File: config.mk
export PLATFORM = sky130hd
export DESIGN_NAME = stopwatch_controller
export DESIGN_NICKNAME = d
export VERILOG_FILES = /design/src/rtl/stopwatch_controller.sv
export SDC_FILE = /design/constraint.sdc
export NUM_CORES = 1
export LEC_CHECK = 0
export BUFFER_PORTS_ARGS = -buffer_cell sky130_fd_sc_hd__buf_4
export CAP_MARGIN = 20
export CORE_MARGIN = 3
export CORE_UTILIZATION = 55
export DETAILED_ROUTE_END_ITERATION = 8
export PLACE_DENSITY = 0.76
export SYNTH_ARGS = -nofsm -noshare
export SYNTH_HDL_FRONTEND = slang
export SYNTH_SLANG_ARGS = --single-unit
File: constraint.sdc
create_clock -name clock -period 5.07 [get_ports clock]
set_input_delay 1.014 -clock clock [delete_from_list [all_inputs] [get_ports clock]]
set_output_delay 1.014 -clock clock [all_outputs]
set_load 0.01 [all_outputs]
File: src/rtl/stopwatch_controller.sv
// Stopwatch sequencer: command edge detect, 5-state FSM, tick prescaler and 4-digit BCD count.
// STOPWATCH_WRAP_EN: when defined, 99.99 wraps to 00.00 instead of saturating into FIM.
module stopwatch_controller #(
  parameter int TICK_DIV = 500000
) (
  input  logic       clock,
  input  logic       reset,
  input  logic       resetC,
  input  logic       contarC,
  input  logic       pausarC,
  input  logic       pararC,
  output logic [3:0] num_ms,
  output logic [3:0] num_us,
  output logic [3:0] num_ds,
  output logic [3:0] num_cs,
  output logic [2:0] estado,
  output logic       rodando,
  output logic       fim
);

  localparam int PW = $clog2(TICK_DIV);
  localparam logic [PW-1:0] PS_MAX = PW'(TICK_DIV - 1);

  typedef enum logic [2:0] {
    ZERO   = 3'd0,
    CONTA  = 3'd1,
    PAUSA  = 3'd2,
    PARADO = 3'd3,
    FIM    = 3'd4
  } state_t;

  state_t          state_q, state_d;
  logic [PW-1:0]   ps_q, ps_d;
  logic [3:0][3:0] dig_q, dig_d;   // [3]=ms .. [0]=cs
  logic [3:0]      prev_q, prev_d; // {reset, parar, pausar, contar}
  logic            rodando_q, rodando_d;
  logic            fim_q, fim_d;

  logic [3:0] cmd_in, cmd_edge;
  logic       tick;

  function automatic logic [3:0][3:0] bcd_inc(input logic [3:0][3:0] d);
    logic [3:0][3:0] r;
    logic            c;
    r = d;
    c = 1'b1;
    for (int i = 0; i < 4; i++) begin
      if (c) begin
        if (d[i] >= 4'd9) r[i] = 4'd0;
        else begin
          r[i] = d[i] + 4'd1;
          c    = 1'b0;
        end
      end
    end
    return r;
  endfunction

  always_comb begin
    cmd_in    = {resetC, pararC, pausarC, contarC};
    cmd_edge  = cmd_in & ~prev_q;
    prev_d    = cmd_in;
    state_d   = state_q;
    ps_d      = ps_q;
    dig_d     = dig_q;
    fim_d     = 1'b0;
    tick      = (state_q == CONTA) && (ps_q == PS_MAX);

    // Time base runs off the current state, so a pause/stop edge still completes its tick.
    if (state_q == CONTA) begin
      if (tick) begin
        ps_d = '0;
        if (dig_q == 16'h9999) begin
`ifdef STOPWATCH_WRAP_EN
          dig_d = '0;
          fim_d = 1'b1;
`else
          state_d = FIM;
          fim_d   = 1'b1;
`endif
        end else begin
          dig_d = bcd_inc(dig_q);
        end
      end else begin
        ps_d = ps_q + 1'b1;
      end
    end

    // Highest-priority edge wins; an overflow into FIM outranks pause/stop.
    if (cmd_edge[3]) begin
      state_d = ZERO;
      dig_d   = '0;
      ps_d    = '0;
      fim_d   = 1'b0;
    end else if (cmd_edge[2]) begin
      if ((state_q == CONTA && state_d != FIM) || state_q == PAUSA) state_d = PARADO;
    end else if (cmd_edge[1]) begin
      if (state_q == CONTA && state_d != FIM) state_d = PAUSA;
    end else if (cmd_edge[0]) begin
      case (state_q)
        ZERO, PAUSA: state_d = CONTA;
        PARADO: begin
          state_d = CONTA;
          dig_d   = '0;
          ps_d    = '0;
        end
        default: ;
      endcase
    end

    rodando_d = (state_d == CONTA);
  end

  always_ff @(posedge clock or posedge reset) begin
    if (reset) begin
      state_q   <= ZERO;
      ps_q      <= '0;
      dig_q     <= '0;
      prev_q    <= 4'hF;
      rodando_q <= 1'b0;
      fim_q     <= 1'b0;
    end else begin
      state_q   <= state_d;
      ps_q      <= ps_d;
      dig_q     <= dig_d;
      prev_q    <= prev_d;
      rodando_q <= rodando_d;
      fim_q     <= fim_d;
    end
  end

  assign num_ms  = dig_q[3];
  assign num_us  = dig_q[2];
  assign num_ds  = dig_q[1];
  assign num_cs  = dig_q[0];
  assign estado  = state_q;
  assign rodando = rodando_q;
  assign fim     = fim_q;

endmodule
After elaboration in Yosys (flattened, before gate mapping) --
Cells that the tools add are included.
Cells by class: $add $sub $neg 5, $lt $le $gt $ge 4, equality and inequality tests 7, mux-type cells 50, bitwise gates (word level) 2, reductions and logical operators 5
Operators with widths (number):
- 19-bit two-way mux | 7
- 16-bit two-way mux | 8
- 3-bit two-way mux | 10
- 4-bit two-way mux | 7
- 19-bit by 1-bit adder with 19-bit output, second input constant | 1
- 19-bit equality test, second input constant | 1
- 1-bit two-way mux | 18
- 4-bit by 1-bit adder with 4-bit output, second input constant | 4
- 16-bit equality test, second input constant | 1
- 4-bit >= comparator, second input constant | 4
- 3-bit by 1-bit equality test with 1-bit output, second input constant | 2
- 3-bit by 2-bit equality test with 1-bit output, second input constant | 2
- 4-bit bitwise AND | 1
- 4-bit NOT | 1
- 3-bit logical NOT | 1
- 3-bit != test, second input constant | 1
- 3-bit OR reduction | 1
- 1-bit logical AND | 2
- 1-bit logical OR | 1
Storage, ports and cells: flip-flop bits (word level) 44, input port bits 6, output and inout port bits 21, logic and storage cells 82

Logic depth before layout (Yosys ltp) --
word-level depth 22, gate-level depth with buffers 8, mapped depth without buffers 7

Least setup slack after synthesis --
OpenSTA, ideal clock, no wires.
path kind input -> register, start point in contarC, end point reg ps_q[10], setup time 0.121 ns, arrival time 2.581 ns, required time 4.949 ns, path slack 2.368 ns, stages 7, path buffers 2, cells stage by stage or3b_2 or3_1 o21ai_0 or2_2 clkbuf_1 buf_2 nor2_1
Between the ends: longest elaborated chain between the ends 5
Ends and longest elaborated chain:
- start: declaration | RTL line 9 | input logic contarC,
- 4-bit bitwise AND | RTL line 61 | cmd_edge = cmd_in & ~prev_q;
- 19-bit two-way mux | RTL line 99 | end else if (cmd_edge[0]) begin
- 19-bit two-way mux | RTL line 97 | end else if (cmd_edge[1]) begin
- 19-bit two-way mux | RTL line 95 | end else if (cmd_edge[2]) begin
- 19-bit two-way mux | RTL line 90 | if (cmd_edge[3]) begin
- net ps_d[10] | RTL line 33 | logic [PW-1:0] ps_q, ps_d;
- end signal: assignment | RTL line 124 | ps_q <= ps_d;
- end: declaration | RTL line 33
The timed path passes the listed nets, and every way through them passes these cells.

Worst setup path after layout --
start point in contarC, end point reg ps_q[16]
Same word-level chain as after synthesis.

==> results.yml <==
floorplanning:
  start_util_pct: 58.7
  core_um2: 4120
  fp.dieH_um: 72.3
  dieWidth_um: 72.3
  die-area_um2: 5220
  rows: 23
  num_io_pins: 27
cells_and_area:
  nNetsFinal: 297
  num_antenna_cells: 0
  stdcell_count: 329
  layout-drive-gt1-share_pct: 18.3
  mostFrequentLayoutCells: "40 x dfrtp_1, 31 x buf_4, 28 x nor2_1"
  final_util_pct: 67.3
  syn_to_final_growth_pct: 14.7
  final_common_cell: "dfrtp_1"
worst_setup_path:
  cp-start-kind: "primary input"
  crit_type: "primary input to flop"
  path_common_cell: "buf_4"
  cp_slowest_cell: "or3b_2"
  timing.critical_path.buf_inv: 2
  crit_family: "simple AND/OR/NAND/NOR gates"
  slowest_delay_ns: 0.44
  cp_cell_sequence: "buf_4, or3b_2, or3_1, o21ai_1, buf_4, or2_2, nor2_1"
  required_ns: 5.23
  cp-end-kind: "flop"
  cp_max_fo: 20
  cp.arrival_ns: 2.78
place:
  preCtsSetupSlack_ns: 2.16
  io_buffers: 26
  placed_cells: 321
  gp_congestion: 0.899
  dp_hpwl_um: 3700
clocking:
  cts_setup_buffers: 0
  clockBufferDepth: 2
  htreeDepth: 2
  clkSinkCount: 44
  cts_resized: 0
  clk_pin_slew_ns: 0.07
  numCtsBuffers: 5
  tritoncts: "yes"
  cts_root_buffer: "clkbuf_8"
  clk_latency_ns: 0.29
  cts_hold_buffers: 0
global_routing:
  antenna_found_initial: 0
  grt_max_degree: 45
  grt_use_total_pct: 21.8
  grt_first_pass_wirelength_um: 8910
  overflow: 0
  grt_pass1_vias: 1887
logic_synthesis:
  synth_edf_count: 0
  yosysWarnings: 0
  synth_cell_types: 50
  yosysSeqAreaShare_pct: 45.8
  syn_area_um2: 2420
  netlist_instances: 247
  synth-main-ff-cell: "dfrtp_1"
  syn_nets: 266
  synth_area_per_cell_um2: 9.78
  synth_seq_cells: 44
  synthArstFlopShare_pct: 100
sta:
  hold_viol: 0
  fin_ws_ns: 2.46
  worstMarginPinSlew_ns: 0.770
  post-route-period-util_pct: 51.5
  fin_crit_ns: 2.61
  fin_skew_ns: 0.00580
  relSlewSlack_pct: 48.5
  rsz0062_at_grt: "no"
  maxSlewViolCount: 0
  fin_setup_tns_ns: 0
  setup_viol: 0
  fmax_mhz: 383
routing:
  wl_per_cell_um: 15.9
  wl_um: 5230
  ant_nets: 0
  drt_pass1_iterations: 4
  drc: 0
  vias: 1951
  first_iter_violations: 156
  vias_per_cell: 5.93
power:
  leakagePower_nw: 1.31
  p_per_area_nw_per_um2: 259
  ir_drop_mv: 0.265
status:
  run_status: "finished, final reports clean"
min_path:
  hold_path.class: "flop to flop"
job:
  maxCapViolCount: 0
stage by stage:
stage / hold slack (ns) / power, mW / instance area [um2]
5_1_grt: 0.569 / 0.752 / 2770
2_1_floorplan: 0.498 / 0.459 / 2420
3_3_place_gp: 0.523 / 0.497 / 2680
4_1_cts: 0.546 / 0.725 / 2770
6_report: 0.533 / 0.718 / 2770
3_5_place_dp: 0.532 / 0.501 / 2680
state kept, by name (all words and copies together) (netlist names):
signal / cells
ps_q: 19
num_cs: 4
num_ds: 4
num_ms: 4
num_us: 4
prev_q: 4
estado: 3
fim: 1
rodando: 1
area by class of cell:
cell class | count | area (um2)
timing repair buffer | 31 | 233
tap | 50 | 62.6
multi-input combinational | 182 | 1230
fill | 342 | 1350
sequential | 44 | 1110
clock buffer | 8 | 90.1
inverter | 14 | 52.6
kinds of logic after synthesis:
family,after synthesis,synth area share (%)
buf+inv,21,3.47
compound gates,36,9.84
mux,2,0.880
fa+ha+maj,13,6.73
simple gates,113,26.8
xor+xnor,18,6.53
flops,44,45.8
path summary, 6_finish.rpt:
kind	from	cells after the start	slack [ns]	end
worst max-delay path	contarC	7	2.46	ps_q[16]
worst min-delay path	ps_q[17]	2	0.53	ps_q[17]
max in group asynchronous	reset	3	3.84	prev_q[0]
worst min register to register	ps_q[17]	2	0.53	ps_q[17]
worst max register to register	ps_q[7]	5	2.60	num_ms[2]
min in group asynchronous	reset	3	0.86	num_cs[2]
power breakdown:
part | leakage [nW] | internal, mW | switching (mW)
Combinational | 0.664 | 0.0457 | 0.0565
Sequential | 0.596 | 0.371 | 0.0205
Clock | 0.0455 | 0.111 | 0.113
Total | 1.31 | 0.528 | 0.190
layer usage:
layer | wire (um) | vias to the layer above | global-route usage [%] | part of all wire (%)
met5 | 0 | - | 0 | 0
met4 | 48 | 0 | 5.43 | 0.92
met3 | 324 | 6 | 4.85 | 6.2
met2 | 2510 | 51 | 35.7 | 48
met1 | 2360 | 949 | 29.5 | 45
li1 | - | 945 | - | -
synth_stat cells (all sizes together) (8+ instances only):
cell	number	area, um2
nand3	12	60.1
xor2	13	114
a21oi	10	50.1
and3	8	50.1
nand4	11	75.1
nor2	28	105
inv	14	52.6
nand2	14	52.6
o31ai	9	67.6
dfrtp	40	1000
ha	13	163
worst min-delay path, cell delays in order (launching register included):
cell,delay [ns]
dfrtp_1,0.36
xor2_1,0.07
nor2_1,0.07
Note: power is estimated with default switching activity, not from simulation.
